`src/rtl/router_mp.sv`:
```
`default_nettype none
// ============================================================================
// Module   : router_mp
// Purpose  : Store-and-forward packet router. Byte-serial packets
//            (DA, LEN, LEN payload bytes, CSUM) are buffered and checked
//            for length, checksum and destination. Good packets are then
//            forwarded to output lane DA with a valid/ready handshake.
// Ports    : clk        - system clock, rising edge
//            reset      - synchronous, active-high reset
//            dut_inp    - input byte
//            inp_valid  - input byte valid, held high for a whole packet
//            dut_outp   - NUM_PORTS output lanes, lane p = [p*DATA_W +: DATA_W]
//            outp_valid - per-lane byte valid
//            outp_ready - per-lane consumer ready
//            busy       - checking or forwarding; input is not accepted
//            error      - one-cycle error code (0 none, 1 bad DA, 2 bad LEN,
//                         3 checksum, 4 truncation, 5 input while busy)
// Options  : ROUTER_STRIP_HDR_EN - when defined, only the payload bytes are
//            forwarded. Otherwise DA, LEN, payload and CSUM are forwarded.
// Revision : 1.0 - initial release
// ============================================================================
module router_mp #(
    parameter int NUM_PORTS = 4,
    parameter int DATA_W    = 8,
    parameter int MAX_LEN   = 64
) (
    input  logic                        clk,
    input  logic                        reset,
    input  logic [DATA_W-1:0]           dut_inp,
    input  logic                        inp_valid,
    output logic [NUM_PORTS*DATA_W-1:0] dut_outp,
    output logic [NUM_PORTS-1:0]        outp_valid,
    input  logic [NUM_PORTS-1:0]        outp_ready,
    output logic                        busy,
    output logic [3:0]                  error
);

    localparam int c_DEPTH  = MAX_LEN + 3;
    localparam int c_IDX_W  = $clog2(c_DEPTH);
    localparam int c_PORT_W = $clog2(NUM_PORTS);

    localparam logic [DATA_W-1:0] c_MAX_LEN = DATA_W'(MAX_LEN);

    // The buffer holds DA at 0, LEN at 1, payload at 2..LEN+1 and CSUM at
    // LEN+2. The forwarded window is [c_RD_FIRST, LEN + c_RD_TAIL].
`ifdef ROUTER_STRIP_HDR_EN
    localparam logic [c_IDX_W-1:0] c_RD_FIRST = c_IDX_W'(2);
    localparam logic [c_IDX_W-1:0] c_RD_TAIL  = c_IDX_W'(1);
`else
    localparam logic [c_IDX_W-1:0] c_RD_FIRST = c_IDX_W'(0);
    localparam logic [c_IDX_W-1:0] c_RD_TAIL  = c_IDX_W'(2);
`endif

    localparam logic [2:0] c_S_IDLE    = 3'd0;
    localparam logic [2:0] c_S_RX_LEN  = 3'd1;
    localparam logic [2:0] c_S_RX_PAY  = 3'd2;
    localparam logic [2:0] c_S_RX_CSUM = 3'd3;
    localparam logic [2:0] c_S_CHECK   = 3'd4;
    localparam logic [2:0] c_S_FWD     = 3'd5;
    localparam logic [2:0] c_S_DISCARD = 3'd6;

    localparam logic [3:0] c_E_NONE  = 4'd0;
    localparam logic [3:0] c_E_DA    = 4'd1;
    localparam logic [3:0] c_E_LEN   = 4'd2;
    localparam logic [3:0] c_E_CSUM  = 4'd3;
    localparam logic [3:0] c_E_TRUNC = 4'd4;
    localparam logic [3:0] c_E_BUSY  = 4'd5;

    // ------------------------------------------------------------------
    // State
    // ------------------------------------------------------------------
    logic [2:0]         r_state;
    logic [c_IDX_W-1:0] r_wr_idx;
    logic [c_IDX_W-1:0] r_rd_idx;
    logic [DATA_W-1:0]  r_rem;
    logic [DATA_W-1:0]  r_xor;
    logic [DATA_W-1:0]  r_da;
    logic [DATA_W-1:0]  r_len;
    logic [DATA_W-1:0]  r_csum;
    logic               r_skip;
    logic [DATA_W-1:0]  r_buf [0:c_DEPTH-1];

    logic [2:0]         w_state;
    logic [c_IDX_W-1:0] w_wr_idx;
    logic [c_IDX_W-1:0] w_rd_idx;
    logic [DATA_W-1:0]  w_rem;
    logic [DATA_W-1:0]  w_xor;
    logic [DATA_W-1:0]  w_da;
    logic [DATA_W-1:0]  w_len;
    logic [DATA_W-1:0]  w_csum;
    logic               w_skip;
    logic               w_wr_en;
    logic [c_IDX_W-1:0] w_wr_addr;
    logic [3:0]         w_error;

    logic               w_busy;
    logic               w_fwd;
    logic [c_PORT_W-1:0] w_port;
    logic               w_ready_sel;
    logic [DATA_W-1:0]  w_rd_data;
    logic [c_IDX_W-1:0] w_rd_last;
    logic               w_da_bad;

    assign w_busy      = (r_state == c_S_CHECK) || (r_state == c_S_FWD);
    assign w_fwd       = (r_state == c_S_FWD);
    assign w_port      = r_da[c_PORT_W-1:0];
    assign w_ready_sel = outp_ready[w_port];
    assign w_rd_data   = r_buf[r_rd_idx];
    assign w_rd_last   = c_IDX_W'(r_len) + c_RD_TAIL;
    assign w_da_bad    = (32'(r_da) >= 32'(NUM_PORTS));

    // ------------------------------------------------------------------
    // Next-state logic
    // ------------------------------------------------------------------
    always_comb begin
        w_state   = r_state;
        w_wr_idx  = r_wr_idx;
        w_rd_idx  = r_rd_idx;
        w_rem     = r_rem;
        w_xor     = r_xor;
        w_da      = r_da;
        w_len     = r_len;
        w_csum    = r_csum;
        w_wr_en   = 1'b0;
        w_wr_addr = r_wr_idx;
        w_error   = c_E_NONE;

        // An input packet that collides with a busy router is lost in full.
        // Its remaining bytes are ignored until inp_valid drops.
        if (!inp_valid) begin
            w_skip = 1'b0;
        end else if (w_busy) begin
            w_skip = 1'b1;
        end else begin
            w_skip = r_skip;
        end

        case (r_state)
            c_S_IDLE: begin
                w_wr_addr = '0;
                w_wr_idx  = '0;
                if (inp_valid && !r_skip) begin
                    w_da     = dut_inp;
                    w_xor    = dut_inp;
                    w_wr_en  = 1'b1;
                    w_wr_idx = c_IDX_W'(1);
                    w_state  = c_S_RX_LEN;
                end
            end

            c_S_RX_LEN: begin
                if (!inp_valid) begin
                    w_error = c_E_TRUNC;
                    w_state = c_S_IDLE;
                end else if ((dut_inp == '0) || (dut_inp > c_MAX_LEN)) begin
                    w_error = c_E_LEN;
                    w_state = c_S_DISCARD;
                end else begin
                    w_len    = dut_inp;
                    w_rem    = dut_inp;
                    w_xor    = r_xor ^ dut_inp;
                    w_wr_en  = 1'b1;
                    w_wr_idx = r_wr_idx + c_IDX_W'(1);
                    w_state  = c_S_RX_PAY;
                end
            end

            c_S_RX_PAY: begin
                if (!inp_valid) begin
                    w_error = c_E_TRUNC;
                    w_state = c_S_IDLE;
                end else begin
                    w_xor    = r_xor ^ dut_inp;
                    w_wr_en  = 1'b1;
                    w_wr_idx = r_wr_idx + c_IDX_W'(1);
                    w_rem    = r_rem - DATA_W'(1);
                    if (r_rem == DATA_W'(1)) begin
                        w_state = c_S_RX_CSUM;
                    end
                end
            end

            c_S_RX_CSUM: begin
                if (!inp_valid) begin
                    w_error = c_E_TRUNC;
                    w_state = c_S_IDLE;
                end else begin
                    w_csum  = dut_inp;
                    w_wr_en = 1'b1;
                    w_state = c_S_CHECK;
                end
            end

            c_S_CHECK: begin
                // Checksum is judged before the destination; either drop
                // outranks a simultaneous busy violation.
                if (r_xor != r_csum) begin
                    w_error = c_E_CSUM;
                    w_state = c_S_IDLE;
                end else if (w_da_bad) begin
                    w_error = c_E_DA;
                    w_state = c_S_IDLE;
                end else begin
                    w_rd_idx = c_RD_FIRST;
                    w_state  = c_S_FWD;
                    if (inp_valid) begin
                        w_error = c_E_BUSY;
                    end
                end
            end

            c_S_FWD: begin
                if (inp_valid) begin
                    w_error = c_E_BUSY;
                end
                if (w_ready_sel) begin
                    if (r_rd_idx == w_rd_last) begin
                        w_state = c_S_IDLE;
                    end else begin
                        w_rd_idx = r_rd_idx + c_IDX_W'(1);
                    end
                end
            end

            c_S_DISCARD: begin
                if (!inp_valid) begin
                    w_state = c_S_IDLE;
                end
            end

            default: begin
                w_state = c_S_IDLE;
            end
        endcase
    end

    // ------------------------------------------------------------------
    // Registers
    // ------------------------------------------------------------------
    always_ff @(posedge clk) begin
        if (reset) begin
            r_state  <= c_S_IDLE;
            r_wr_idx <= '0;
            r_rd_idx <= '0;
            r_rem    <= '0;
            r_xor    <= '0;
            r_da     <= '0;
            r_len    <= '0;
            r_csum   <= '0;
            r_skip   <= 1'b0;
        end else begin
            r_state  <= w_state;
            r_wr_idx <= w_wr_idx;
            r_rd_idx <= w_rd_idx;
            r_rem    <= w_rem;
            r_xor    <= w_xor;
            r_da     <= w_da;
            r_len    <= w_len;
            r_csum   <= w_csum;
            r_skip   <= w_skip;
        end
    end

    // Packet buffer; contents are meaningless outside the index window,
    // so it carries no reset.
    always_ff @(posedge clk) begin
        if (w_wr_en && !reset) begin
            r_buf[w_wr_addr] <= dut_inp;
        end
    end

    // ------------------------------------------------------------------
    // Outputs
    // ------------------------------------------------------------------
    assign busy  = w_busy;
    assign error = reset ? c_E_NONE : w_error;

    generate
        for (genvar p = 0; p < NUM_PORTS; p++) begin : g_lane
            localparam logic [c_PORT_W-1:0] c_P = c_PORT_W'(p);
            logic w_sel;
            assign w_sel                        = w_fwd && (w_port == c_P);
            assign outp_valid[p]                = w_sel;
            assign dut_outp[p*DATA_W +: DATA_W] = w_sel ? w_rd_data : '0;
        end
    endgenerate

endmodule
`default_nettype wire

```
`config.mk`:
```
export PLATFORM = sky130hd
export DESIGN_NAME = router_mp
export DESIGN_NICKNAME = d
export VERILOG_FILES = /design/src/rtl/router_mp.sv
export SDC_FILE = /design/constraint.sdc
export NUM_CORES = 1
export LEC_CHECK = 0
export ABC_AREA = 1
export CAP_MARGIN = 10
export CORE_MARGIN = 3
export CORE_UTILIZATION = 60
export DETAILED_ROUTE_END_ITERATION = 8
export GPL_TIMING_DRIVEN = 0
export PLACE_DENSITY = 0.77
export SETUP_SLACK_MARGIN = 0.4
export SLEW_MARGIN = 0
export SYNTH_ARGS = -nofsm -noshare
export SYNTH_HDL_FRONTEND = slang
export SYNTH_SLANG_ARGS = --single-unit
```
`constraint.sdc`:
```
create_clock -name clk -period 2.65 [get_ports clk]
set_input_delay 0.53 -clock clk [delete_from_list [all_inputs] [get_ports clk]]
set_output_delay 0.53 -clock clk [all_outputs]
set_load 0.05 [all_outputs]
```
==> metrics.txt <==
number of global-route vias before repair=18300; Site Rows=74; clock latency on the worst-skew pair=620 ps; HP Class=input port to flip-flop; ANT nets after route=0; Max VDD drop=0.745 mV; final WL=73.1 mm; Seq/Total Area, Yosys=68.3%; Relative slew margins=41.3%; arrival time worst endpoint=2770 ps; core area=0.0414 mm²; drt drc=0; CP Capture Type=output port; reg-to-reg slack, setup=-370 ps; Required @ worst endpoint=2120 ps; WHS Path Cells=1; # setup viols final=515; commonest non-fill, non-tap cells in the layout=nand2_1, edfxtp_1, nand3_1; HPWL after detailed placement=46.5 mm; crit path launch type=flip-flop; Final nets=2562; Synth Warn #=0; Fin Hold WS=309 ps; die height=212 µm; max-slew violations=0; top cell type's share of synthesized area=63.2%; via count=19200; Worst-Margin Slew=880 ps; Avg WL per Cell=23.4 µm; CP Max Fanout=10; final RePlAce weighted congestion=0.931; Worst Setup Slack, final=-648 ps; Distinct cells, synth=34; ranking of synthesized cells by area=edfxtp_1, nand2_1, nand3_1; Final Power=23.6 mW; CTS sink count=600; Layout fillers=2702; number of diodes=0; total of max-cap violations=0; syn_nets=2435; synthesized flop and latch total=600; Die X=212 µm; worst hold start=dut_inp[3]; WHS Endpoint=r_buf[26][3]; CTS Buffer Depth=3; H-tree levels=2; Starting Density=61.5%; remaining global-route overflow=0; Syn Std Cell Area=0.0255 mm²; GRT Resource Usage Total=32.4%; Root Buffer=clkbuf_16; FMAX=0.303 GHz; Placed Instance Area=0.0270 mm²; Pwr Density=778 mW/mm²; die area=0.0449 mm²; final instance area=0.0304 mm²; CTS Hold Bufs=0; clock slew at reported path FFs=60 ps; share of cells above drive strength 1=17.6%; Syn Area/Cell=10.5 µm²; unrepaired setup endpoints after global routing=true; synth-to-layout area growth=19.3%; Mapped Cells=2415; DR iter-0 viols=2813; most common flop cell mapped by yosys=edfxtp_1; Worst R2R Path Depth=7; Post-synth EDFFs=536; area leader, netlist=edfxtp_1; R2R Path End=r_buf[18][0]; first-pass GRT wire length=108 mm; Pre-antenna DRT Iters=6; P_leak=11.1 nW; initial antenna violation count=0; failing checks=setup timing; port buffer count=54; TNS Setup=-119190 ps; largest net degree at the start of global routing=74; Hold Violations, Final=0; Layout Skew=26.5 ps; total CTS buffers=59; I/O Pins=56; Tmin final=3300 ps; ys async rst share=0%; most common cell after layout, fill and taps aside=nand2_1; CTS tree=yes; post-DR vias/cell=6.16; final worst path period share=124%; status=finished with violations; critical path type=flip-flop to output port; Critical R2R Launch=r_state[0]
[synthesized netlist by cell type (all sizes together), types with 2 or more instances]
cell,instances
nand4,23
nand2,764
xnor2,9
a31oi,6
clkbuf,28
nand3b,2
inv,67
dfxtp,64
nor2,169
nor3,10
edfxtp,536
xor2,15
ha,5
a21oi,62
buf,106
o21bai,2
o21ai,76
nand3,467
[metrics by stage]
stage / worst slack (ps) / instances / util, %
floorplan: 237 / 2415 / -
CTS: -615 / 3114 / 72.5
global placement: -3580 / 3001 / 65.1
detailed placement: -1430 / 3004 / 65.3
finish: -648 / 3118 / 73.4
global route: -708 / 3118 / 73.4
[registers in the layout, indices dropped and copies added (netlist names), named ones only]
register	cells
r_wr_idx	7
r_da	8
r_xor	8
r_state	3
r_csum	8
r_rem	8
r_buf	536
r_len	7
r_skip	1
r_rd_idx	7
[layout make-up]
class                      count  area [µm²]  area share [%]
sequential                   600       17400            57.2
multi-input combinational   1613        8080            26.6
clock buffer                  67        1510            4.96
buffer                       134        1240            4.08
timing repair buffer          66         881            2.90
tap                          532         666            2.19
clock inverter                38         357            1.17
inverter                      68         272           0.894
[per-layer routing]
metal  up-vias  wire [µm]  GRT usage (%)
met5         -          0              0
met4         0       3240           14.8
met3       206       7810           6.51
met2      1157      34500           51.5
met1      9217      27500           43.7
li1       8628          -              -
[worst max-delay path, cell delays in order, from the launching register on]
cell	delay, ps
dfxtp_1	390
clkbuf_4	300
buf_2	290
nand3_1	150
nand2_1	90
nand2_1	60
nand3_1	150
nand3_2	130
nand3_2	130
nand2_4	130
nor2_4	180
buf_8	160
[how the worst max path moves through the flow]
stage | start | to | slack [ps]
3_5_place_dp | dut_inp[2] | r_buf[19][1] | -1430
3_3_place_gp | dut_inp[2] | r_buf[18][3] | -3580
6_report | flip-flop | dut_outp[1] | -650
5_1_grt | flip-flop | dut_outp[1] | -710
4_1_cts | flip-flop | dut_outp[0] | -620
2_1_floorplan | r_state[2] | error[0] | 240
[power by group]
| group | switching [mW] | internal (mW) |
|---|---|---|
| Sequential | 0.234 | 10.6 |
| Clock | 3.50 | 4.72 |
| Combinational | 3.17 | 1.43 |
| Total | 6.90 | 16.7 |
[cells by family (layout without fill, tap and decap cells)]
logic type	count (synthesis)	count (layout)	synth area share, %
XOR/XNOR	24	24	0.826
other	1	1	0.0147
AO/OA/AOI/OAI	147	147	2.96
adder cells (fa/ha/maj)	5	5	0.246
flip-flops	600	600	68.3
AND/OR/NAND/NOR	1436	1436	24.2
buffers and inverters	202	373	3.45
[repair_timing]
item / 4_1_cts / 5_1_grt
buffers inserted: 4 / 3
endpoints found under the setup margin: 578 / 590
gates cloned: 1 / 1
pin swaps: 9 / 7
gates resized for setup: 548 / 85
No activity file was read; power rests on OpenSTA's default activity.
